--- src/rtl/alu_seq_mac_wrapper.sv ---
// Parametrised ALU wrapper with a shared operand/command bus, a sequential shift-add
// multiplier with optional 2W-bit accumulate, and a two-beat registered result port.
module alu_seq_mac_wrapper #(
    parameter int W     = 8,
    parameter int CNT_W = 4
) (
    input  logic         clk,
    input  logic         reset,
    input  logic [W-1:0] ABCmd_i,
    input  logic         LoadA_i,
    input  logic         LoadB_i,
    input  logic         LoadCmd_i,
    output logic [W-1:0] ACC_o,
    output logic         Hi_o,
    output logic         Done_o,
    output logic         Busy_o
);

    typedef enum logic [1:0] {S_IDLE, S_MUL, S_OUT_LO, S_OUT_HI} state_t;

    localparam logic [CNT_W-1:0] LAST_STEP = CNT_W'(W - 1);

    state_t           state_q;
    logic [W-1:0]     a_q, b_q, hi_word_q;
    logic             mac_q;
    logic [2*W-1:0]   accum_q, prod_q;
    logic [CNT_W-1:0] cnt_q;

    logic [7:0]       cmd_in;
    logic [W-1:0]     op2, res, alu_out, flags_word;
    logic [W:0]       sum;
    logic             cin, arith, ovf, co_out;
    logic [W:0]       step_sum;
    logic [2*W-1:0]   prod_next, mac_sum;

    assign cmd_in = ABCmd_i[7:0];

    // The ALU works on the command still on the bus; it is only registered for the MAC bit.
    // NOTE: every signal written here gets a default first so no latch is inferred.
    always_comb begin
        op2   = '0;
        cin   = 1'b0;
        arith = 1'b0;
        sum   = '0;
        case (cmd_in[3:0])
            4'd0: begin op2 = b_q;    cin = cmd_in[4]; arith = 1'b1; end
            4'd1: begin op2 = ~b_q;   cin = cmd_in[4]; arith = 1'b1; end
            4'd2: sum = {1'b0, a_q & b_q};
            4'd3: sum = {1'b0, a_q | b_q};
            4'd4: sum = {1'b0, a_q ^ b_q};
            4'd5: sum = {1'b0, a_q};
            4'd6: begin op2 = W'(1);  arith = 1'b1; end
            4'd7: begin op2 = '1;     arith = 1'b1; end
            default: ;
        endcase
        if (arith)
            sum = {1'b0, a_q} + {1'b0, op2} + {{W{1'b0}}, cin};
        res = sum[W-1:0];
        ovf = arith && (a_q[W-1] == op2[W-1]) && (res[W-1] != a_q[W-1]);
        if (cmd_in[5]) begin
            alu_out = {sum[W], res[W-1:1]};
            co_out  = res[0];
        end else begin
            alu_out = res;
            co_out  = sum[W];
        end
        flags_word      = '0;
        flags_word[3:0] = {co_out, ovf, alu_out == '0, alu_out[W-1]};
    end

    // Upper half accumulates A, lower half holds the not-yet-consumed multiplier bits.
    always_comb begin
        step_sum  = {1'b0, prod_q[2*W-1:W]} + (prod_q[0] ? {1'b0, a_q} : '0);
        prod_next = {step_sum, prod_q[W-1:1]};
        mac_sum   = mac_q ? accum_q + prod_next : prod_next;
    end

    // NOTE: sequential state uses non-blocking assignments only, so all registers update together.
    always_ff @(posedge clk or posedge reset) begin
        if (reset) begin
            state_q   <= S_IDLE;
            a_q       <= '0;
            b_q       <= '0;
            mac_q     <= 1'b0;
            accum_q   <= '0;
            prod_q    <= '0;
            cnt_q     <= '0;
            hi_word_q <= '0;
            ACC_o     <= '0;
            Hi_o      <= 1'b0;
            Done_o    <= 1'b0;
            Busy_o    <= 1'b0;
        end else begin
            case (state_q)
                S_IDLE: begin
                    if (LoadCmd_i) begin
                        mac_q  <= cmd_in[6];
                        Busy_o <= 1'b1;
                        if (cmd_in[7]) begin
                            prod_q  <= {{W{1'b0}}, b_q};
                            cnt_q   <= '0;
                            state_q <= S_MUL;
                        end else begin
                            ACC_o     <= alu_out;
                            hi_word_q <= flags_word;
                            Hi_o      <= 1'b0;
                            Done_o    <= 1'b1;
                            state_q   <= S_OUT_LO;
                        end
                    end else begin
                        if (LoadA_i) a_q <= ABCmd_i;
                        if (LoadB_i) b_q <= ABCmd_i;
                    end
                end
                S_MUL: begin
                    prod_q <= prod_next;
                    cnt_q  <= cnt_q + 1'b1;
                    if (cnt_q == LAST_STEP) begin
                        accum_q   <= mac_sum;
                        ACC_o     <= mac_sum[W-1:0];
                        hi_word_q <= mac_sum[2*W-1:W];
                        Hi_o      <= 1'b0;
                        Done_o    <= 1'b1;
                        state_q   <= S_OUT_LO;
                    end
                end
                S_OUT_LO: begin
                    ACC_o   <= hi_word_q;
                    Hi_o    <= 1'b1;
                    state_q <= S_OUT_HI;
                end
                default: begin
                    Hi_o    <= 1'b0;
                    Done_o  <= 1'b0;
                    Busy_o  <= 1'b0;
                    state_q <= S_IDLE;
                end
            endcase
        end
    end

endmodule

--- config.mk ---
export PLATFORM = sky130hd
export DESIGN_NAME = alu_seq_mac_wrapper
export DESIGN_NICKNAME = d
export VERILOG_FILES = /design/src/rtl/alu_seq_mac_wrapper.sv
export SDC_FILE = /design/constraint.sdc
export NUM_CORES = 1
export LEC_CHECK = 0
export BUFFER_PORTS_ARGS = -buffer_cell sky130_fd_sc_hd__buf_2
export CAP_MARGIN = 20
export CORE_ASPECT_RATIO = 1.4
export CORE_MARGIN = 2
export CORE_UTILIZATION = 55
export CTS_CLUSTER_DIAMETER = 40
export DETAILED_ROUTE_END_ITERATION = 8
export GPL_TIMING_DRIVEN = 0
export PLACE_DENSITY = 0.78
export SYNTH_ARGS = -nofsm -noshare
export SYNTH_HDL_FRONTEND = slang
export SYNTH_SLANG_ARGS = --single-unit
export TNS_END_PERCENT = 50
--- constraint.sdc ---
create_clock -name clk -period 3.82 [get_ports clk]
set_input_delay 0.382 -clock clk [delete_from_list [all_inputs] [get_ports clk]]
set_output_delay 0.382 -clock clk [all_outputs]
set_load 0.03 [all_outputs]
==> results of run 1 <==
## registers in the layout (all words and copies together) (netlist names)
register / count
accum_q: 16
prod_q: 16
ACC_o: 8
a_q: 8
b_q: 8
hi_word_q: 8
cnt_q: 4
state_q: 2
Busy_o: 1
Done_o: 1
Hi_o: 1
mac_q: 1
## report_power, final
part           leakage (nW)  internal [mW]  switching (mW)
Sequential            0.962           1.06           0.328
Clock                 0.165          0.624           0.334
Combinational          1.96           1.11            1.63
## final cells by class
type                       instances  area (sq um)  area share
clock buffer                      12           267      0.0408
inverter                          40           153      0.0233
multi-input combinational        505          3670       0.561
sequential                        74          1860       0.284
tap                              138           173      0.0264
clock inverter                     4          72.6      0.0111
buffer                            30           165      0.0253
timing repair buffer              29           183      0.0279
## cells in the final DEF, fill, tap and decap left out, types with 4 or more instances in the layout
cell       instances
nand2_1           85
dfrtp_1           71
o21ai_0           67
ha_1              49
inv_1             39
a21oi_1           32
buf_2             27
mux2i_1           27
nor2_1            26
clkbuf_1          18
mux2_2            18
xnor2_1           15
nor2b_1           13
and2_1            12
xor2_1            11
a21o_1            10
nand2b_1           9
o31ai_1            9
clkbuf_16          9
o211ai_1           8
a31oi_1            8
buf_4              7
nand3_1            6
nand3b_1           5
a22o_1             5
a211oi_1           4
clkbuf_8           4
or3_1              4
fa_1               4
## metal layers
| layer | share of wire | up-vias | global-route usage |
|---|---|---|---|
| li1 | - | 2412 | - |
| met1 | 0.40 | 2471 | 0.336 |
| met2 | 0.52 | 186 | 0.504 |
| met3 | 0.045 | 38 | 0.0404 |
| met4 | 0.036 | 0 | 0.129 |
| met5 | 0 | - | 0 |
## worst register-to-register path, stage by stage, from the launching register on
cell,delay [ns]
dfrtp_2,0.41
and2_1,0.14
ha_1,0.20
inv_1,0.07
fa_1,0.43
xnor2_2,0.31
ha_4,0.27
a21o_1,0.16
a31o_1,0.25
or4_1,0.43
o221a_1,0.26
or3_1,0.35
a31oi_4,0.21
o21ai_0,0.11
## cell families after synthesis
| logic type | count (synthesis) | synth area share |
|---|---|---|
| AO/OA/AOI/OAI | 188 | 0.211 |
| buffers and inverters | 70 | 0.0539 |
| AND/OR/NAND/NOR | 188 | 0.162 |
| flip-flops | 74 | 0.322 |
| adder cells (fa/ha/maj) | 55 | 0.125 |
| multiplexers | 45 | 0.0822 |
| XOR/XNOR | 29 | 0.0442 |
## worst max-delay path by stage
| stage | depth (start not counted) | end | slack [ns] | start |
|---|---|---|---|---|
| 2_1_floorplan | 13 | hi_word_q[1]$_DFFE_PP0P_ | 0.40 | ABCmd_i[0] |
| 3_3_place_gp | 14 | hi_word_q[1]$_DFFE_PP0P_ | -0.20 | ABCmd_i[0] |
| 3_5_place_dp | 14 | hi_word_q[1]$_DFFE_PP0P_ | -0.26 | ABCmd_i[0] |
| 4_1_cts | 13 | hi_word_q[6]$_DFFE_PP0P_ | 0.002 | prod_q[0]$_DFFE_PP0P_ |
| 5_1_grt | 18 | hi_word_q[7]$_DFFE_PP0P_ | -0.04 | prod_q[0]$_DFFE_PP0P_ |
| 6_report | 13 | hi_word_q[6]$_DFFE_PP0P_ | 0.10 | prod_q[0]$_DFFE_PP0P_ |
## timing repair
item                                    in CTS  in global routing
pin swaps                                    0                  5
endpoints found under the hold margin       10                  0
buffers inserted                             0                  4
hold buffers                                 1                  0
cloned                                       0                  0
gates resized for setup                      3                 15
endpoints found under the setup margin       2                 11
## metrics by stage
stage	util	std cells	power, mW	hold WS (ns)	TNS [ns]
CTS	0.626	828	4.99	0.334	0
floorplan	-	649	3.23	0.449	0
global route	0.635	832	5.43	0.340	-0.0828
global placement	0.587	810	3.88	0.461	-0.649
detailed placement	0.590	811	4.00	0.304	-1.30
finish	0.635	832	5.08	0.340	0
==> impl_metrics.yaml, run 1 <==
synthesis:
  post-synth-top-count-cell: "nand2_1"
  post-synth-top-area-fraction: 0.322
  edff_count_synth: 0
  post_synthesis_cell_type_count: 73
  mappedNetlistArea_sq_um: 5750
  postSynthCellCount: 649
  synth_area_leaders: "dfrtp_1, ha_1, o21ai_0"
  synth.net_count: 717
  synth_sequential_area_ratio: 0.322
  postSynth.asyncResetShare: 1.00
  synth_top_flop_cell: "dfrtp_1"
  avgSynthCellArea_sq_um: 8.86
  number_of_synthesized_register_bits: 74
  yosys-top-cells-count: "nand2_1, dfrtp_1, o21ai_0"
  synth-warning-count: 0
  post-synth-top-area-cell: "dfrtp_1"
detailed_routing:
  first_pass_detailed_route_iteration_total: 6
  detail_route.vias_per_cell: 6.14
  routedWlPerCell_microns: 18.9
  ant_nets: 0
  totalWireLength_microns: 15800
  residual_drc_count: 0
  route.vias.total: 5107
  first_iter_violations: 408
min_path:
  hold_end: "b_q[4]$_DFFE_PP0P_"
  source_of_the_worst_hold_timing_path: "ABCmd_i[4]"
  holdCritPathClass: "primary input to flop"
  hold_depth: 2
grt:
  vias_in_the_first_global_route: 5069
  grt_overflow_total: 0
  antenna_found_initial: 0
  grt_pass1_wl_microns: 25400
  pin_count_of_the_biggest_net_entering_global_routing: 65
  total_global_routing_track_utilization: 0.283
clock_tree:
  clock_sink_count: 74
  htree_num_levels: 3
  clock_latency_ns: 0.34
  tritoncts: "built"
  cts_made_buffers: 9
  ctsRootBufferMaster: "clkbuf_16"
  max-clock-path-buffers: 2
  path_clk_slew_ns: 0.06
floorplanning:
  initial_utilization: 0.559
  floorplan.die_area_sq_um: 11300
  pin_count: 24
  die_width_microns: 90.4
  core_area_sq_um: 10300
  die_h_microns: 125
  floorplan.rows: 44
critical_path:
  setup.reg_to_reg.worst_slack_ns: 0.10
  r2r.worst_path.cells: 13
  cpMaxStageDelayCell: "fa_1"
  critical_path.startpoint_type: "flop"
  arrival_ns: 3.93
  setup.worst_path.end_class: "flop"
  timing.setup.critical_path_class: "flop to flop"
  slowest_delay_ns: 0.43
  crit_required_ns: 4.03
  crit_chain: "and2_1, ha_1, inv_1, fa_1, xnor2_2, ha_4, a21o_1, a31o_1, or4_1, o221a_1, or3_1, a31oi_4, o21ai_0"
  crit_buf_inv: 1
  reg2reg_to: "hi_word_q[6]$_DFFE_PP0P_"
  worst-path-max-fanout: 7
  r2r_start: "prod_q[0]$_DFFE_PP0P_"
  timing.critical_path.max_delay_family: "compound AO/OA/AOI/OAI gates"
placement:
  placement.setup.worst_slack_ns: -0.258
  finalWeightedCongestion: 0.916
  postPlaceCellArea_sq_um: 6070
  dpl.hpwl_microns: 11900
  numPortBuffers: 23
status:
  result_of_the_run: "finished clean"
flow_run:
  drv_cap: 0
sta:
  finalHoldViolations: 0
  finalSetupViolations: 0
  report.final.slew_viol_count: 0
  max_clock_freq_mhz: 269
  skew_ns: 0.00762
  period_needed_ns: 3.72
  final.period_utilization: 0.973
  postLayoutSetupSlackWorst_ns: 0.102
  measured_slew_at_the_worst_slew_check_pin_ns: 0.714
  relSlewSlack: 0.524
pwr:
  p_per_area_nw_per_um2: 778
  worst_case_vdd_ir_drop_v: 0.000325
  leakage_nw: 3.08
cells_and_area:
  finalInstanceArea_sq_um: 6540
  design.final.nets: 757
  filler_cell_count: 870
  num_antenna_cells: 0
  layout-drive-gt1-share: 0.144
  area.growth.synth_to_final_pct: 13.7
No activity file was read; power rests on OpenSTA's default activity.
==> run 2, diff against run 1 <==
--- a/config.mk
+++ b/config.mk
@@ -12,7 +12,6 @@
 export CORE_UTILIZATION = 55
 export CTS_CLUSTER_DIAMETER = 40
 export DETAILED_ROUTE_END_ITERATION = 8
-export GPL_TIMING_DRIVEN = 0
 export PLACE_DENSITY = 0.78
 export SYNTH_ARGS = -nofsm -noshare
 export SYNTH_HDL_FRONTEND = slang
==> run 2 against run 1 <==
Against the previous run: via count is 2.5% lower; hold slack worse by 0.13 ns; sequential power is 3% higher; flip-flop and latch count stayed put; clock skew hardly changed; sequential share of layout area is 0.81 points higher; first-iteration DRC count is 13% lower; die area stayed put; clock power is 18% higher; critical path depth stayed put; count of clock-buffer cells in the layout is 2 lower; final cell count is 3.4% lower; critical path type unchanged; largest cell class unchanged; largest power group unchanged; highest routed layer unchanged.
==> impl_metrics.yaml, run 2 (same netlist as run 1, synthesis figures left out) <==
status:
  result_of_the_run: "finished clean"
pwr:
  leakage_nw: 3.03
  p_per_area_nw_per_um2: 796
  worst_case_vdd_ir_drop_v: 0.000350
  design_power_total_mw: 5.05
grt:
  vias_in_the_first_global_route: 4886
  pin_count_of_the_biggest_net_entering_global_routing: 40
  total_global_routing_track_utilization: 0.274
  grt_overflow_total: 0
  grt_pass1_wl_microns: 24700
  antenna_found_initial: 0
critical_path:
  slowest_delay_ns: 0.43
  cpMostUsedCell: "ha_1"
  worst-path-max-fanout: 9
  crit_buf_inv: 1
  crit_required_ns: 4.04
  r2r_start: "prod_q[0]$_DFFE_PP0P_"
  critical_path.startpoint_type: "flop"
  arrival_ns: 3.80
  timing.setup.critical_path_class: "flop to flop"
  crit_chain: "and2_1, ha_1, inv_1, fa_1, xnor2_1, ha_1, a21o_1, a31o_1, or4_1, o221a_1, or3_1, a31oi_1, o21ai_0"
  timing.critical_path.max_delay_family: "compound AO/OA/AOI/OAI gates"
  setup.reg_to_reg.worst_slack_ns: 0.24
  setup.worst_path.end_class: "flop"
  reg2reg_to: "accum_q[14]$_DFFE_PP0P_"
  cpMaxStageDelayCell: "dfrtp_1"
  r2r.worst_path.cells: 13
cells_and_area:
  layout-drive-gt1-share: 0.119
  design.final.nets: 730
  area.growth.synth_to_final_pct: 10.3
  layoutNonFillerInstCount: 804
  layout.cells.most_common: "nand2_1"
  final_cell_mix: "nand2_1, dfrtp_1, o21ai_0"
  num_antenna_cells: 0
  top_regs: "accum_q x16, prod_q x16"
floorplanning:
  initial_utilization: 0.559
  die_h_microns: 125
  pin_count: 24
  core_area_sq_um: 10300
  floorplan.die_area_sq_um: 11300
  die_width_microns: 90.4
  floorplan.rows: 44
detailed_routing:
  first_pass_detailed_route_iteration_total: 5
  routedWlPerCell_microns: 18.5
  detail_route.vias_per_cell: 6.19
  totalWireLength_microns: 14900
  ant_nets: 0
  residual_drc_count: 0
  first_iter_violations: 356
  route.vias.total: 4979
clock_tree:
  max-clock-path-buffers: 2
  cts_made_buffers: 9
  tritoncts: "built"
  ctsRootBufferMaster: "clkbuf_16"
  htree_num_levels: 3
  cts_post_setup_buffers_inserted: 0
  clock_latency_ns: 0.35
  path_clk_slew_ns: 0.06
  clock_sink_count: 74
sta:
  final.period_utilization: 0.938
  fin_hold_ws_ns: 0.205
  finalSetupViolations: 0
  relSlewSlack: 0.346
  finalHoldViolations: 0
  timing.setup.tns_ns: 0
  max_clock_freq_mhz: 279
  report.final.slew_viol_count: 0
  period_needed_ns: 3.58
  measured_slew_at_the_worst_slew_check_pin_ns: 0.981
  grt_setup_unrepaired: "no"
  skew_ns: 0.00728
flow_run:
  drv_cap: 0
placement:
  dpl.hpwl_microns: 11200
  dpl.cell_count: 789
  numPortBuffers: 23
  finalWeightedCongestion: 0.890
min_path:
  holdCritPathClass: "primary input to async pin"
==> run 2: changes by cell type in the layout (fill, tap and decap cells not counted), sizes merged <==
cell         previous run  this run
clkinv                  1         0
clkbuf                 32        10
bufinv                  2         5
clkinvlp                1         0
dlygate4sd3             1         0
buf                    38        32
==> run 2: per-layer routing <==
metal,vias to the layer above,global-route usage,part of all wire
met5,-,0,0
met4,0,0.121,0.034
met3,39,0.0355,0.040
met2,142,0.494,0.52
met1,2447,0.325,0.40
li1,2351,-,-
==> run 2: repair_timing <==
item | CTS | global route
hold buffers | 0 | 0
resized for setup | 0 | 1
endpoints found under the setup margin | 0 | 2
==> run 2: layout make-up <==
type / instances / area (sq um)
flip-flops and latches: 74 / 1850
multi-input cells: 505 / 3600
fillers: 874 / 3950
inverters: 40 / 150
well taps: 138 / 173
clock buffers: 10 / 239
clock inverters: 5 / 150
repair buffers: 32 / 183
==> run 2: how the worst max path moves through the flow <==
stage,depth (start not counted),from,slack [ns],endpoint
2_1_floorplan,13,ABCmd_i[0],0.40,hi_word_q[1]$_DFFE_PP0P_
3_3_place_gp,17,prod_q[0]$_DFFE_PP0P_,0.35,hi_word_q[7]$_DFFE_PP0P_
3_5_place_dp,14,ABCmd_i[0],0.24,hi_word_q[1]$_DFFE_PP0P_
4_1_cts,13,prod_q[0]$_DFFE_PP0P_,0.22,accum_q[14]$_DFFE_PP0P_
5_1_grt,16,prod_q[0]$_DFFE_PP0P_,0.01,hi_word_q[7]$_DFFE_PP0P_
6_report,13,prod_q[0]$_DFFE_PP0P_,0.24,accum_q[14]$_DFFE_PP0P_
==> run 2: report_power, final <==
group	total [mW]	leakage (nW)	switching, mW	internal (mW)
clock	1.13	0.189	0.342	0.784
combinational	2.49	1.88	1.47	1.02
sequential	1.43	0.965	0.376	1.06
total	5.05	3.03	2.19	2.86
==> run 2: through the flow <==
stage	utilization	worst slack, ns	cell area [sq um]
floorplan	-	0.396	5750
global placement	0.578	0.346	5950
detailed placement	0.578	0.244	5950
CTS	0.615	0.225	6340
global route	0.616	0.0119	6340
finish	0.616	0.238	6340
